## src/rtl/gametang_bus_pkg.sv

```systemverilog
// Shared bus-side types and defaults for the CPU/memory arbiter and its DMA copy engine.
package gametang_bus_pkg;

    typedef enum logic [2:0] {
        ST_IDLE,
        ST_ARM,
        ST_RD,
        ST_CAP,
        ST_WR
    } dma_state_t;

    localparam logic [15:0] DMA_REG_ADDR_DEF = 16'hFF46;
    localparam logic [15:0] DST_BASE_DEF     = 16'hFE00;
    localparam int unsigned LEN_DEF          = 160;
    localparam logic [7:0]  BUS_OPEN         = 8'hFF;

    typedef struct packed {
        logic [15:0] ab;
        logic [7:0]  db;
        logic        n_rd;
        logic        n_wr;
    } bus_cycle_t;

endpackage

```

## src/rtl/dma_copy_engine.sv

```systemverilog
// Block-copy sequencer: reads LEN bytes from one page and writes them to DST_BASE,
// one byte every three cycles after a single dead ARM cycle.
module dma_copy_engine
    import gametang_bus_pkg::*;
#(
    parameter logic [15:0] DST_BASE = DST_BASE_DEF,
    parameter int unsigned LEN      = LEN_DEF
) (
    input  logic       clk_i,
    input  logic       rst_ni,
    input  logic       start_i,
    input  logic [7:0] page_i,
    input  logic [7:0] rdata_i,
    output bus_cycle_t bus_c_o,
    output logic       busy_o,
    output logic       done_o,
    output logic [7:0] page_o
);

    localparam logic [7:0] LAST_IDX = 8'(LEN - 1);

    dma_state_t state_q;
    logic [7:0] idx_q;
    logic [7:0] page_q;
    logic [7:0] latch_q;
    logic       busy_q;
    logic       done_q;

    // busy/done are updated on the same edges as the state so they never lag it
    always_ff @(posedge clk_i) begin
        if (!rst_ni) begin
            state_q <= ST_IDLE;
            idx_q   <= 8'h00;
            page_q  <= 8'h00;
            latch_q <= 8'h00;
            busy_q  <= 1'b0;
            done_q  <= 1'b0;
        end else begin
            done_q <= 1'b0;
            unique case (state_q)
                ST_IDLE: begin
                    if (start_i) begin
                        page_q  <= page_i;
                        idx_q   <= 8'h00;
                        busy_q  <= 1'b1;
                        state_q <= ST_ARM;
                    end
                end
                ST_ARM: state_q <= ST_RD;
                ST_RD:  state_q <= ST_CAP;
                ST_CAP: begin
                    latch_q <= rdata_i;
                    state_q <= ST_WR;
                end
                ST_WR: begin
                    if (idx_q == LAST_IDX) begin
                        busy_q  <= 1'b0;
                        done_q  <= 1'b1;
                        state_q <= ST_IDLE;
                    end else begin
                        idx_q   <= idx_q + 8'h01;
                        state_q <= ST_RD;
                    end
                end
                default: state_q <= ST_IDLE;
            endcase
        end
    end

    // Memory cycle driven in the current state; strobes idle high outside RD/WR
    always_comb begin
        bus_c_o.ab   = 16'h0000;
        bus_c_o.db   = latch_q;
        bus_c_o.n_rd = 1'b1;
        bus_c_o.n_wr = 1'b1;
        unique case (state_q)
            ST_RD: begin
                bus_c_o.ab   = {page_q, idx_q};
                bus_c_o.n_rd = 1'b0;
            end
            ST_WR: begin
                bus_c_o.ab   = DST_BASE + 16'(idx_q);
                bus_c_o.n_wr = 1'b0;
            end
            default: ;
        endcase
    end

    assign busy_o = busy_q;
    assign done_o = done_q;
    assign page_o = page_q;

endmodule

```

## src/rtl/bus_dma_arbiter.sv

```systemverilog
// CPU/DMA arbiter for the shared system memory: passes CPU cycles through when idle,
// decodes the DMA trigger register and hands the bus to the copy engine while busy.
module bus_dma_arbiter
    import gametang_bus_pkg::*;
#(
    parameter logic [15:0] DMA_REG_ADDR = DMA_REG_ADDR_DEF,
    parameter logic [15:0] DST_BASE     = DST_BASE_DEF,
    parameter int unsigned LEN          = LEN_DEF
) (
    input  logic        Clk,
    input  logic        nRst,
    input  logic [15:0] cpu_AB,
    input  logic [7:0]  cpu_DB,
    input  logic        cpu_nRD,
    input  logic        cpu_nWR,
    output logic [7:0]  cpu_DB_IN,
    output logic        cpu_RDY,
    output logic [15:0] mem_AB,
    output logic [7:0]  mem_DB,
    output logic        mem_nRD,
    output logic        mem_nWR,
    input  logic [7:0]  mem_DB_IN,
    output logic        dma_busy,
    output logic        dma_done
);

    bus_cycle_t eng_bus;
    logic       eng_busy;
    logic [7:0] src_page;
    logic       reg_hit_c;
    logic       start_c;
    logic       reg_rd_q;
    logic       blk_rd_q;

    assign reg_hit_c = (cpu_AB == DMA_REG_ADDR);
    assign start_c   = !eng_busy && !cpu_nWR && reg_hit_c;

    dma_copy_engine #(
        .DST_BASE (DST_BASE),
        .LEN      (LEN)
    ) u_engine (
        .clk_i   (Clk),
        .rst_ni  (nRst),
        .start_i (start_c),
        .page_i  (cpu_DB),
        .rdata_i (mem_DB_IN),
        .bus_c_o (eng_bus),
        .busy_o  (eng_busy),
        .done_o  (dma_done),
        .page_o  (src_page)
    );

    // Remember what kind of CPU read was issued so next cycle's data can be steered
    always_ff @(posedge Clk) begin
        if (!nRst) begin
            reg_rd_q <= 1'b0;
            blk_rd_q <= 1'b0;
        end else begin
            reg_rd_q <= !eng_busy && !cpu_nRD && reg_hit_c;
            blk_rd_q <= eng_busy && !cpu_nRD;
        end
    end

    // Register accesses never reach memory; strobes are forced idle during reset
    always_comb begin
        mem_AB  = cpu_AB;
        mem_DB  = cpu_DB;
        mem_nRD = cpu_nRD | reg_hit_c;
        mem_nWR = cpu_nWR | reg_hit_c;
        if (eng_busy) begin
            mem_AB  = eng_bus.ab;
            mem_DB  = eng_bus.db;
            mem_nRD = eng_bus.n_rd;
            mem_nWR = eng_bus.n_wr;
        end
        if (!nRst) begin
            mem_nRD = 1'b1;
            mem_nWR = 1'b1;
        end
    end

    always_comb begin
        cpu_DB_IN = mem_DB_IN;
        if (reg_rd_q) begin
            cpu_DB_IN = src_page;
        end else if (blk_rd_q) begin
            cpu_DB_IN = BUS_OPEN;
        end
    end

    assign dma_busy = eng_busy;
    assign cpu_RDY  = !eng_busy;

endmodule

```

## config.mk

```make
export PLATFORM = sky130hd
export DESIGN_NAME = bus_dma_arbiter
export DESIGN_NICKNAME = d
export VERILOG_FILES = /design/src/rtl/gametang_bus_pkg.sv /design/src/rtl/dma_copy_engine.sv /design/src/rtl/bus_dma_arbiter.sv
export SDC_FILE = /design/constraint.sdc
export NUM_CORES = 1
export LEC_CHECK = 0
export CAP_MARGIN = 10
export CORE_ASPECT_RATIO = 1.2
export CORE_MARGIN = 1.5
export CORE_UTILIZATION = 40
export CTS_CLUSTER_SIZE = 16
export DETAILED_ROUTE_END_ITERATION = 12
export GPL_ROUTABILITY_DRIVEN = 0
export GPL_TIMING_DRIVEN = 0
export PLACE_DENSITY = 0.8
export SYNTH_ARGS = -nofsm -noshare
export SYNTH_HDL_FRONTEND = slang
export SYNTH_SLANG_ARGS = --single-unit
```

## constraint.sdc

```tcl
create_clock -name Clk -period 1.75 [get_ports Clk]
set_input_delay 0.35 -clock Clk [delete_from_list [all_inputs] [get_ports Clk]]
set_output_delay 0.35 -clock Clk [all_outputs]
set_load 0.02 [all_outputs]
```

[Word-level counts from Yosys, hierarchy flattened]
Index checks and enable logic that the tools add are counted.
Word-level totals
  output and inout port bits: 37
  register bits after elaboration: 31
  logic and storage cells: 56
Cells by class
  reduce and logical (&&, ||, !) cells: 14
  add/subtract/negate cells: 2
  muxes and demuxes: 21
  equality and inequality tests: 9
  bitwise gates (word level): 2
Operators with widths (count)
  8-bit 2-to-1 mux: 5
  16-bit one-hot mux with 2 select lines: 1
  16-bit equality test (second input constant): 1
  16-bit 2-to-1 mux: 1
  8-bit one-hot mux with 2 select lines: 1
  3-bit one-hot mux with 5 select lines: 1
  10-bit by 9-bit adder with 11-bit output (first input constant): 1
  1-bit 2-to-1 mux: 9
  8-bit by 1-bit adder with 8-bit output (second input constant): 1
  8-bit equality test (second input constant): 1
  3-bit by 2-bit equality test with 1-bit output (second input constant): 2
  3-bit AND reduction: 2
  1-bit logical AND: 5
  2-bit != test (second input constant): 2
  2-bit AND reduction: 2
  3-bit by 1-bit equality test with 1-bit output (second input constant): 1
  3-bit equality test (second input constant): 1
  1-bit logical NOT: 3
  3-bit logical NOT: 1
  3-bit 2-to-1 mux: 1
  2-bit 2-to-1 mux: 1
  2-bit by 1-bit != test with 1-bit output (second input constant): 1
  1-bit OR: 2
  1-bit one-hot mux with 2 select lines: 1
  2-bit nonzero test: 1

[Logic depth before layout (Yosys ltp)]
  word-level depth: 5
  depth in mapped cells: 6
  depth with buffers taken out: 5

[Modules after synthesis]
A second synthesis with hierarchy kept.
Second synthesis, totals
  cell total of the unflattened synthesis: 246
  area, all modules: 1884.3 µm²
Modules (own cells, without submodules)
  dma_copy_engine: cells each 174, area an instance 1358.8 µm², times used 1, sequential area each 580.6 µm²
  bus_dma_arbiter: cells each 72, area an instance 525.5 µm², times used 1, sequential area each 40.0 µm²

[Worst setup path before layout]
Ideal clock, no wire load.
  kind: reg2out
  start point: register u_engine.busy_q, in the netlist u_engine.busy_o
  end point: output port mem_AB[14]
  slack: -0.136 ns
  arrival: 1.536 ns
  stages on the path, launching flop included: 5
  required time: 1.400 ns
  cell sequence: dfxtp_1 buf_1 clkbuf_1 nor2_1 a21oi_1
Between the ends
  cells in the longest elaborated chain, start to end: 1
Ends and longest elaborated chain
  start, declared: line dma_copy_engine.sv:26  | logic busy_q;
  start signal, assigned: line dma_copy_engine.sv:36  | busy_q <= 1'b0;
  start signal, assigned: line dma_copy_engine.sv:45  | busy_q <= 1'b1;
  start signal, assigned: line dma_copy_engine.sv:57  | busy_q <= 1'b0;
  16-bit 2-to-1 mux: line bus_dma_arbiter.sv:70  | if (eng_busy) begin
  end, declared: line bus_dma_arbiter.sv:18  | output logic [15:0] mem_AB,
Every way passes these cells.

[Worst setup path after layout]
  start point: register u_engine.state_q[0]
  end point: output port mem_AB[2]
Between the ends
  cells in the longest elaborated chain, start to end: 3
Ends and longest elaborated chain
  start, declared: line dma_copy_engine.sv:22  | dma_state_t state_q;
  start signal, assigned: line dma_copy_engine.sv:32  | state_q <= ST_IDLE;
  start signal, assigned: line dma_copy_engine.sv:46  | state_q <= ST_ARM;
  start signal, assigned: line dma_copy_engine.sv:49  | ST_ARM: state_q <= ST_RD;
  3-bit equality test or 3-bit by 2-bit equality test with 1-bit output (tied branches): line dma_copy_engine.sv:76  | unique case (state_q)
  16-bit one-hot mux with 2 select lines (*): line dma_copy_engine.sv:76
  16-bit 2-to-1 mux (*): line bus_dma_arbiter.sv:70
Mark *: on every way between the ends. The rest lies on a longest branch, timed or not.

==> load_flow_metrics.sql <==
INSERT INTO impl_metrics (metric_group, metric, value, unit) VALUES
('floorplanning', 'floorplan.rows', '26', ''),
('timing', 'finalSetupViolCount', '18', ''),
('timing', 'finClkSkew', '0.00571', 'ns'),
('logic_synthesis', 'yosysSeqAreaShare', '33.9', '%'),
('detailed_routing', 'routed_wl', '6900', 'µm'),
('global_routing', 'first_global_vias', '2192', ''),
('logic_synthesis', 'synth-adder-area-share', '0.684', '%'),
('run_status', 'failed_checks', 'negative setup slack', ''),
('timing', 'fin_crit', '1.90', 'ns'),
('logic_synthesis', 'synth_largest_area_cell', 'dfxtp_1', ''),
('setup_path', 'worst_path_largest_cell_delay', '0.32', 'ns'),
('hold_path', 'whs_endpoint', 'u_engine.latch_q[5]', ''),
('final_layout', 'fillers', '328', ''),
('timing', 'max_clock_freq', '525', 'MHz'),
('final_layout', 'layout.nets', '367', ''),
('detailed_routing', 'drt-initial-drc-count', '111', ''),
('clock_tree', 'cts_inserted_buffers', '5', ''),
('power', 'total_power', '1.63', 'mW'),
('run_status', 'outcome', 'finished, violations left', ''),
('final_layout', 'layout-drive-gt1-share', '42.9', '%'),
('clock_tree', 'clock-root-buffer', 'clkbuf_8', ''),
('setup_path', 'crit_path_max_delay_family', 'buffers and inverters', ''),
('logic_synthesis', 'synth_seq_cells', '31', ''),
('setup_path', 'worst_endpoint_required_time', '1.40', 'ns'),
('timing', 'maxSlewHeadroom', '63.8', '%'),
('logic_synthesis', 'synth_top_family_by_area', 'simple AND/OR/NAND/NOR gates', ''),
('logic_synthesis', 'postSynthAreaPerCell', '8.02', 'µm²'),
('floorplanning', 'io_pins', '73', ''),
('timing', 'finalWorstSetupSlack', '-0.154', 'ns'),
('timing', 'finalHoldViolations', '0', ''),
('timing', 'finalMaxSlewViolations', '0', ''),
('logic_synthesis', 'synthTopCellsByArea', 'dfxtp_1 34%, a21oi_1 7.7%, nor2_1 5.3%', ''),
('logic_synthesis', 'synth.cells.most_frequent', '31 x dfxtp_1, 28 x a21oi_1, 26 x nor2_1, 21 x nand2_1, 18 x o21ai_0', ''),
('setup_path', 'path_cells', 'buf_6 -> buf_4 -> a211oi_4 -> buf_6 -> a22o_1 -> buf_6', ''),
('timing', 'rsz_0062_raised_after_global_routing', 'yes', ''),
('setup_path', 'timing.reg2reg.worst_path_depth', '6', ''),
('logic_synthesis', 'ys_async_sr_fraction', '0', '%'),
('clock_tree', 'worst_setup_hold_path_clk_slew', '0.06', 'ns'),
('floorplanning', 'dieWidth', '64.7', 'µm'),
('global_routing', 'grt_max_degree', '11', ''),
('power', 'max-vdd-ir-drop', '0.000423', 'V'),
('logic_synthesis', 'post_synth_instance_area', '0.00183', 'mm²'),
('clock_tree', 'clockBufferDepth', '2', ''),
('detailed_routing', 'detail_route.first_pass.iterations', '5', ''),
('setup_path', 'element_type_at_the_critical_path_end', 'output port', ''),
('setup_path', 'classification_of_the_worst_setup_path', 'reg -> out', ''),
('hold_path', 'hp-class', 'reg -> reg', ''),
('final_layout', 'antenna_cells', '0', ''),
('logic_synthesis', 'xor_and_xnor_fraction_of_the_mapped_netlist_area', '2.39', '%'),
('final_layout', 'layout.area.seq', '634', 'µm²'),
('setup_path', 'critPathLaunchType', 'flip-flop', ''),
('final_layout', 'multi_input_comb_area', '0.00126', 'mm²'),
('placed_design', 'post-dp-hpwl', '4120', 'µm'),
('logic_synthesis', 'synth_flop_cell', 'dfxtp_1', ''),
('logic_synthesis', 'post_synth_mux_area_share', '9.30', '%'),
('setup_path', 'r2r_start', 'u_engine.state_q[0]', ''),
('placed_design', 'placedCellCount', '356', ''),
('global_routing', 'grt_antenna_before_repair', '0', ''),
('floorplanning', 'die_area', '0.00499', 'mm²'),
('final_layout', 'finish.cell_count_without_fillers', '387', ''),
('clock_tree', 'cts_max_level', '2', ''),
('floorplanning', 'die-height', '77.1', 'µm'),
('setup_path', 'path_max_fanout', '8', ''),
('setup_path', 'cell_type_of_the_slowest_stage_on_the_worst_timing_path', 'dfxtp_2', ''),
('floorplanning', 'floorplan.core_area', '0.00433', 'mm²'),
('power', 'p_leak', '1.26', 'nW'),
('logic_synthesis', 'synth_compound_area_share', '23.3', '%'),
('detailed_routing', 'drtAntennaViolNets', '0', ''),
('global_routing', 'grt_overflow', '0', ''),
('clock_tree', 'clkLatencyLatePin', '0.29', 'ns'),
('setup_path', 'cp_dominant_cell_by_count', 'buf_6', '');
[cells by family after synthesis]
group	count (synthesis)
AO/OA/AOI/OAI	68
XOR/XNOR	5
adder cells (fa/ha/maj)	1
buffers and inverters	22
flip-flops	31
multiplexers	16
AND/OR/NAND/NOR	85
[worst reg2reg max path: cells and delay by family, from the launching register on]
family                 cells  cell delay [ns]
AOI/OAI and AO/OA          3             0.50
and+or+nand+nor            1             0.41
DFF                        1             0.32
buffers and inverters      2             0.32
[placed cells by master, fill, tap and decap left out, types with 3 or more instances in the layout]
cell type | Yosys | final
o32ai_1 | 3 | 3
clkbuf_2 | 0 | 10
a21oi_2 | 0 | 11
dfxtp_1 | 31 | 26
clkbuf_8 | 0 | 7
dfxtp_4 | 0 | 3
nand2_1 | 21 | 19
mux2_2 | 8 | 8
nor2_1 | 26 | 25
xnor2_1 | 3 | 3
clkdlybuf4s50_1 | 0 | 21
buf_2 | 4 | 23
nand3_1 | 12 | 11
buf_6 | 2 | 24
a22o_1 | 9 | 9
nor4_1 | 3 | 3
buf_4 | 2 | 27
mux2i_1 | 8 | 8
o21ai_0 | 18 | 17
clkbuf_1 | 10 | 4
a21oi_1 | 28 | 16
nor3_1 | 3 | 3
[final cells by class]
type                    count  share of cell area [%]
well taps                  56                    2.32
repair buffers            100                    28.2
plain buffers              14                    3.19
flip-flops and latches     31                    21.0
inverters                   3                   0.373
multi-input cells         175                    41.6
clock buffers               8                    3.31
[worst max path at each step]
stage	depth (start not counted)	start	endpoint
2_1_floorplan	6	cpu_AB[5]	mem_nWR
3_3_place_gp	8	cpu_AB[1]	mem_nWR
3_5_place_dp	8	cpu_AB[1]	mem_nRD
4_1_cts	8	cpu_AB[12]	mem_nRD
5_1_grt	6	u_engine.state_q[0]	mem_AB[10]
6_report	6	u_engine.state_q[0]	mem_AB[2]
[routing by layer]
layer	part of all wire, %	GRT usage, %	wire length [µm]
met5	0	0	0
met3	7.2	5.28	498
met4	2.8	11.5	195
met1	39	31.7	2670
met2	51	48.7	3530
[stage by stage]
| step | TNS [ns] | area, µm² | utilization (%) |
|---|---|---|---|
| after global routing | -3.37 | 3020 | 69.9 |
| after global placement | -23.37 | 2630 | 60.7 |
| after floorplan | 0 | 1830 | - |
| after detailed placement | -24.63 | 2630 | 60.7 |
| after CTS | -1.77 | 2960 | 68.5 |
| final | -2.36 | 3020 | 69.9 |
[flip-flops by register name, indices dropped and copies added (netlist names)]
register	count
u_engine.idx_q	8
u_engine.latch_q	8
u_engine.page_o	8
u_engine.state_q	3
blk_rd_q	1
reg_rd_q	1
u_engine.busy_o	1
u_engine.done_o	1
[where the power goes]
| group | total [mW] | switching, mW | internal (mW) | leakage [nW] |
|---|---|---|---|---|
| clock network | 0.630 | 0.272 | 0.359 | 0.0515 |
| registers | 0.701 | 0.00000578 | 0.701 | 0.253 |
| logic | 0.295 | 0.149 | 0.146 | 0.960 |
[repair_timing]
item | in CTS | in global routing
hold endpoints to repair | 0 | 0
gates cloned | 1 | 0
endpoints found under the setup margin | 53 | 27
pin swaps | 18 | 14
gates resized for setup | 262 | 42
buffers inserted | 22 | 5
hold buffers | 0 | 0
No activity file was read; power rests on OpenSTA's default activity.
